<file path="src/rtl/nand_tt_pkg.sv">
// Shared types and helpers for the NAND truth-table tester.
package nand_tt_pkg;

  typedef enum logic [1:0] {
    IDLE = 2'd0,
    RUN  = 2'd1,
    DONE = 2'd2
  } state_e;

  // Truth-table vectors, ordered {in1,in2}
  localparam logic [1:0] V00 = 2'b00;
  localparam logic [1:0] V01 = 2'b01;
  localparam logic [1:0] V10 = 2'b10;
  localparam logic [1:0] V11 = 2'b11;

  // Ideal NAND response for a vector
  function automatic logic nand_exp(input logic [1:0] vec);
    return ~(vec[1] & vec[0]);
  endfunction

endpackage

</file>
<file path="src/rtl/nand_tt_tester_if.sv">
// Control/status bundle of the NAND truth-table tester.
// master = controller issuing runs, slave = the tester itself.
interface nand_tt_tester_if #(
  parameter int ERR_W  = 8,
  parameter int LOOP_W = 8
) ();

  logic              start;
  logic              abort;
  logic [LOOP_W-1:0] loops;
  logic              busy;
  logic              done;
  logic              pass;
  logic [ERR_W-1:0]  err_cnt;
  logic [1:0]        last_fail_vec;
  logic [ERR_W-1:0]  glitch_cnt;

  modport master (
    output start, abort, loops,
    input  busy, done, pass, err_cnt, last_fail_vec, glitch_cnt
  );

  modport slave (
    input  start, abort, loops,
    output busy, done, pass, err_cnt, last_fail_vec, glitch_cnt
  );

endinterface

</file>
<file path="src/rtl/nand_tt_sync.sv">
// Two-flop synchroniser for the asynchronous NAND cell output.
// Resets to 1, the value an idle NAND (inputs 00) drives.
module nand_tt_sync (
  input  logic clk,
  input  logic rst_n,
  input  logic d,
  output logic q
);

  logic meta;

  // Two-stage capture of d into the clk domain
  always_ff @(posedge clk or negedge rst_n) begin
    if (!rst_n) begin
      meta <= 1'b1;
      q    <= 1'b1;
    end else begin
      meta <= d;
      q    <= meta;
    end
  end

endmodule

</file>
<file path="src/rtl/nand_tt_tester.sv">
// Truth-table stimulus and checker around a 2-input NAND cell.
// Steps {in1,in2} through 00,01,10,11 (DWELL cycles each), samples the
// synchronised cell output at dwell index SETTLE and counts mismatches.
// Optional feature: define NAND_TT_GLITCH_MON_EN to build the glitch
// monitor that counts output toggles in the stable part of each dwell.
import nand_tt_pkg::*;

module nand_tt_tester #(
  parameter int DWELL  = 16,
  parameter int SETTLE = 4,
  parameter int ERR_W  = 8,
  parameter int LOOP_W = 8
) (
  input  logic             clk,
  input  logic             rst_n,
  input  logic             dut_out,
  output logic             in1,
  output logic             in2,
  nand_tt_tester_if.slave  ctl
);

  localparam int DW_W = (DWELL > 1) ? $clog2(DWELL) : 1;

  localparam logic [1:0] S_IDLE = IDLE;
  localparam logic [1:0] S_RUN  = RUN;
  localparam logic [1:0] S_DONE = DONE;

  logic [1:0]        state;
  logic [1:0]        vec;
  logic [DW_W-1:0]   dwell_cnt;
  logic [LOOP_W-1:0] loop_cnt;
  logic [LOOP_W-1:0] loops_q;
  logic [ERR_W-1:0]  err_cnt;
  logic [1:0]        last_fail_vec;
  logic              pass_q;
  logic              sync_q;

  logic dwell_end;
  logic sample;
  logic mismatch;
  logic last_pass;
  logic run_end;
  logic accept;

  nand_tt_sync u_sync (
    .clk   (clk),
    .rst_n (rst_n),
    .d     (dut_out),
    .q     (sync_q)
  );

  assign accept    = (state == S_IDLE) && ctl.start && !ctl.abort;
  assign dwell_end = (dwell_cnt == DW_W'(DWELL - 1));
  assign sample    = (state == S_RUN) && (dwell_cnt == DW_W'(SETTLE));
  assign mismatch  = sample && (sync_q != nand_exp(vec));
  // loops_q==0 means run until aborted, so it never terminates a run
  assign last_pass = (loops_q != '0) && ((loop_cnt + LOOP_W'(1)) == loops_q);
  assign run_end   = (state == S_RUN) && dwell_end && (vec == V11) && last_pass;

  // Sequencer: state, current vector, dwell and pass counters
  always_ff @(posedge clk or negedge rst_n) begin
    if (!rst_n) begin
      state     <= S_IDLE;
      vec       <= V00;
      dwell_cnt <= '0;
      loop_cnt  <= '0;
      loops_q   <= '0;
    end else if (ctl.abort) begin
      state     <= S_IDLE;
      vec       <= V00;
      dwell_cnt <= '0;
    end else begin
      case (state)
        S_IDLE: begin
          if (ctl.start) begin
            state     <= S_RUN;
            vec       <= V00;
            dwell_cnt <= '0;
            loop_cnt  <= '0;
            loops_q   <= ctl.loops;
          end
        end
        S_RUN: begin
          if (dwell_end) begin
            dwell_cnt <= '0;
            if (run_end) begin
              // vector 11 stays on the pins through the DONE cycle
              state <= S_DONE;
            end else begin
              vec <= vec + 2'd1;
              if (vec == V11) loop_cnt <= loop_cnt + LOOP_W'(1);
            end
          end else begin
            dwell_cnt <= dwell_cnt + DW_W'(1);
          end
        end
        S_DONE: begin
          state <= S_IDLE;
          vec   <= V00;
        end
        default: begin
          state <= S_IDLE;
          vec   <= V00;
        end
      endcase
    end
  end

  // Result tracking: saturating error count, last failing vector, pass flag
  always_ff @(posedge clk or negedge rst_n) begin
    if (!rst_n) begin
      err_cnt       <= '0;
      last_fail_vec <= V00;
      pass_q        <= 1'b0;
    end else if (ctl.abort) begin
      pass_q <= 1'b0;
    end else if (accept) begin
      err_cnt       <= '0;
      last_fail_vec <= V00;
      pass_q        <= 1'b0;
    end else begin
      if (mismatch) begin
        if (err_cnt != '1) err_cnt <= err_cnt + ERR_W'(1);
        last_fail_vec <= vec;
      end
      // sampling never coincides with the last dwell cycle, so err_cnt is final here
      if (run_end) pass_q <= (err_cnt == '0);
    end
  end

`ifdef NAND_TT_GLITCH_MON_EN
  logic             sync_d;
  logic [ERR_W-1:0] glitch_cnt;
  logic             in_window;

  assign in_window = (state == S_RUN) && (dwell_cnt > DW_W'(SETTLE));

  // Count output toggles once the cell should have settled for this vector
  always_ff @(posedge clk or negedge rst_n) begin
    if (!rst_n) begin
      sync_d     <= 1'b1;
      glitch_cnt <= '0;
    end else begin
      sync_d <= sync_q;
      if (accept)
        glitch_cnt <= '0;
      else if (in_window && (sync_q != sync_d) && (glitch_cnt != '1))
        glitch_cnt <= glitch_cnt + ERR_W'(1);
    end
  end

  assign ctl.glitch_cnt = glitch_cnt;
`else
  assign ctl.glitch_cnt = '0;
`endif

  assign {in1, in2}        = vec;
  assign ctl.busy          = (state == S_RUN);
  assign ctl.done          = (state == S_DONE);
  assign ctl.pass          = pass_q;
  assign ctl.err_cnt       = err_cnt;
  assign ctl.last_fail_vec = last_fail_vec;

endmodule

</file>
<file path="src/flat_wrapper.sv">
// flat-port wrapper written by rule: the top's interface ports become plain ports
module nand_tt_tester_flat 
#(
  parameter int DWELL  = 16,
  parameter int SETTLE = 4,
  parameter int ERR_W  = 8,
  parameter int LOOP_W = 8
)
  (clk, rst_n, dut_out, in1, in2, ctl_start, ctl_abort, ctl_loops, ctl_busy, ctl_done, ctl_pass, ctl_err_cnt, ctl_last_fail_vec, ctl_glitch_cnt);
  nand_tt_tester_if #(.ERR_W(ERR_W), .LOOP_W(LOOP_W)) ctl_i ();
  input  logic clk;
  input  logic rst_n;
  input  logic dut_out;
  output logic in1;
  output logic in2;
  input wire logic [$bits(ctl_i.start)-1:0] ctl_start;
  input wire logic [$bits(ctl_i.abort)-1:0] ctl_abort;
  input wire logic [$bits(ctl_i.loops)-1:0] ctl_loops;
  output wire logic [$bits(ctl_i.busy)-1:0] ctl_busy;
  output wire logic [$bits(ctl_i.done)-1:0] ctl_done;
  output wire logic [$bits(ctl_i.pass)-1:0] ctl_pass;
  output wire logic [$bits(ctl_i.err_cnt)-1:0] ctl_err_cnt;
  output wire logic [$bits(ctl_i.last_fail_vec)-1:0] ctl_last_fail_vec;
  output wire logic [$bits(ctl_i.glitch_cnt)-1:0] ctl_glitch_cnt;
  assign ctl_i.start = ctl_start;
  assign ctl_i.abort = ctl_abort;
  assign ctl_i.loops = ctl_loops;
  assign ctl_busy = ctl_i.busy;
  assign ctl_done = ctl_i.done;
  assign ctl_pass = ctl_i.pass;
  assign ctl_err_cnt = ctl_i.err_cnt;
  assign ctl_last_fail_vec = ctl_i.last_fail_vec;
  assign ctl_glitch_cnt = ctl_i.glitch_cnt;
  nand_tt_tester #(.DWELL(DWELL), .SETTLE(SETTLE), .ERR_W(ERR_W), .LOOP_W(LOOP_W)) u_core (.clk(clk), .rst_n(rst_n), .dut_out(dut_out), .in1(in1), .in2(in2), .ctl(ctl_i));
endmodule
</file>
<file path="config.mk">
export PLATFORM = sky130hd
export DESIGN_NAME = nand_tt_tester_flat
export DESIGN_NICKNAME = d
export VERILOG_FILES = /design/src/rtl/nand_tt_pkg.sv /design/src/rtl/nand_tt_tester_if.sv /design/src/rtl/nand_tt_sync.sv /design/src/rtl/nand_tt_tester.sv /design/src/flat_wrapper.sv
export SDC_FILE = /design/constraint.sdc
export NUM_CORES = 1
export LEC_CHECK = 0
export ABC_AREA = 1
export CAP_MARGIN = 20
export CORE_MARGIN = 1.5
export CORE_UTILIZATION = 35
export CTS_CLUSTER_DIAMETER = 80
export DETAILED_ROUTE_END_ITERATION = 12
export DONT_BUFFER_PORTS = 1
export SLEW_MARGIN = 5
export SYNTH_ARGS = -nofsm -noshare
export SYNTH_HDL_FRONTEND = slang
export SYNTH_SLANG_ARGS = --single-unit
</file>
<file path="constraint.sdc">
create_clock -name clk -period 2.2 [get_ports clk]
set_clock_uncertainty 0.15 [all_clocks]
set_input_delay 0.44 -clock clk [delete_from_list [all_inputs] [get_ports clk]]
set_output_delay 0.44 -clock clk [all_outputs]
set_load 0.005 [all_outputs]
</file>
==> reports/qor.yml <==
clock_tree:
  ctsHtreeMaxLevel: 2
  cts.sinks: 37
  path_clk_slew_ps: 70
  clock_latency_ps: 290
  cts_buffers: 5
  cts_buffer_depth: 2
  post-cts-setup-buffers: 0
  cts_tree: "built"
  cts_root_buf: "clkbuf_8"
power:
  ir_drop_uv: 479
  power_w: 0.00157
  p_leak_nw: 1.15
  p_per_area_mw_per_mm2: 640
timing:
  fmax_ghz: 0.500
  setup_viol: 0
  hold_viol_final: 0
  final_max_slew_viol_count: 0
  fin_ws_ps: 200
  worstMarginPinSlew_ps: 700
  fin_crit_ps: 2000
  worst_hold_slack_ps: 114
  tns_ps: 0
  period_share_pct: 90.9
  rsz0062_at_grt: "no"
  slew_headroom_pct: 53.1
die:
  die_w_um: 82.9
  row_count: 28
  die_h_um: 82.9
  initial_core_util_pct: 36.9
  ios: 36
  dieArea_mm2: 0.00688
  core_region_area_mm2: 0.00606
worst_setup_path:
  cp_slowest_cell: "dfrtp_2"
  critPathMaxFanout: 8
  critPathBufInv: 1
  cp.arrival_ps: 2060
  worstSetupPathType: "reg -> reg"
  start_kind: "register"
  endpoint_kind: "register"
  critPathTopFamily: "simple AND/OR/NAND/NOR gates"
  crit_top_cell: "nand2_1"
  crit_required_ps: 2260
  crit_chain: "ha_4, inv_1, nand2_1, nand2_1, nor2_1, nand2_1, nor2_1, nand3_2, nor2_4, nand3_4, nand2_8, nand2_1, o21ai_2"
  cpPeakStageDelay_ps: 460
drt:
  wl_per_cell_um: 12.9
  ant_nets: 0
  initialDrtViolationCount: 129
  via_count: 1844
  viasPerCell: 4.96
  first_pass_iters: 4
  drt-total-wl_mm: 4.81
  drc: 0
grt:
  grtUsageMet3_pct: 4.17
  use_met1_pct: 18.8
  antenna_found_initial: 0
  use_met2_pct: 23.1
  grt-ovfl-total: 0
  grt.busiest_layer: "met2"
  grt_max_degree: 38
  grt_pass1_vias: 1708
  grtUsageTotal_pct: 14.5
  grt_pass1_wl_mm: 8.07
synth:
  ys_types: 35
  netlist_top_cells_area: "dfrtp_1 39%, nand2_1 13%, nand3_1 6.3%"
  ys_seq_area_share_pct: 41.5
  syn_area_mm2: 0.00224
  ys_ff_latch: 37
  ys_warn_count: 0
  synth-edff-count: 0
  synth_top_area_cell: "dfrtp_1"
  synth_top_area_share_pct: 39.2
  synth_ff_type: "dfrtp_1"
  syn_inst: 288
  async_reset_ff_share_pct: 100
  syn_avg_cell_area_um2: 7.76
finish:
  num_antenna_cells: 0
  areaGrowthSynthToFinish_pct: 9.74
  layout_common_cells: "80 x nand2_1, 36 x inv_1, 33 x dfrtp_1"
  seq_area_um2: 931
  fin_nets: 315
  drive_above_1_share_pct: 14.8
  multi_input_area_mm2: 0.00113
  fillers: 636
  final_common_cell: "nand2_1"
  final_core_util_pct: 40.5
hold_path:
  hold_class: "in -> reg"
flow_run:
  cap_violations: 0
placement:
  dp_hpwl_mm: 3.49
  place_ws_ps: 87.1
  place_congestion: 0.891
  portBuffers: 0
status:
  status: "complete, no violations"
synthesized netlist by cell type (all sizes together) (2+ instances only):
cell type,n
clkbuf,2
nor2,19
ha,6
dfstp,2
nand2,83
o21ai,30
inv,38
nand3,32
nor3,5
a21oi,11
buf,11
dfrtp,35
nand4,5
registers in the layout (all words and copies together), names as in the netlist:
signal                    cells
u_core.state                  2
u_core.loops_q                8
u_core.dwell_cnt              4
u_core.ctl.pass               1
u_core.vec                    2
u_core.u_sync.meta            1
u_core.loop_cnt               8
u_core.ctl.err_cnt            8
u_core.u_sync.q               1
u_core.ctl.last_fail_vec      2
stage by stage:
step	area, um^2	std cells
floorplan	2260	295
global placement	2270	360
detailed placement	2270	360
finish	2450	372
global route	2450	372
CTS	2400	371
layout make-up:
class	count	area share, %
clock buffer	8	3.67
sequential	37	37.9
tap	75	3.82
multi-input combinational	208	46.2
inverter	38	5.81
timing repair buffer	6	2.55
worst register-to-register path: stages, from the launching register on:
cell,delay (ps)
dfrtp_2,460
ha_4,290
inv_1,40
nand2_1,50
nand2_1,50
nor2_1,80
nand2_1,60
nor2_1,110
nand3_2,100
nor2_4,120
nand3_4,170
nand2_8,140
nand2_1,70
o21ai_2,60
final timing paths:
check / start / to / depth (start not counted) / slack (ps)
worst min-delay path: ctl_loops[6] / u_core.loops_q[6] / 2 / 110
max in group asynchronous: rst_n / u_core.u_sync.meta / 2 / 1180
worst min register to register: u_core.u_sync.meta / u_core.u_sync.q / 0 / 210
min in group asynchronous: rst_n / u_core.loop_cnt[4] / 2 / 450
worst max-delay path: u_core.loop_cnt[0] / u_core.loop_cnt[0] / 13 / 200
worst max register to register: u_core.loop_cnt[0] / u_core.loop_cnt[0] / 13 / 200
power by group:
part	internal, W	switching (W)
registers	0.000735	0.0000623
logic	0.000102	0.000181
clock network	0.000256	0.000236
total	0.00109	0.000479
metal layers:
layer / share of wire (%) / wire [um]
met4: 1.7 / 83
met3: 6.0 / 287
met5: 0 / 0
met2: 48 / 2290
met1: 45 / 2150
logic make-up after synthesis:
group	Yosys count	share of synthesized area, %
xor gates and xnor gates	1	0.392
AOI/OAI and AO/OA	44	11.8
adders and majority gates	6	3.36
DFF	37	41.5
other	1	0.168
buffers and inverters	51	11.0
and+or+nand+nor	148	31.7
what timing repair did:
action                                  in CTS  in global routing
hold buffers                                 3                  0
gates resized for setup                      0                  7
endpoints found under the hold margin       38                  0
endpoints found under the setup margin       0                 11
No activity file was read; power rests on OpenSTA's default activity.
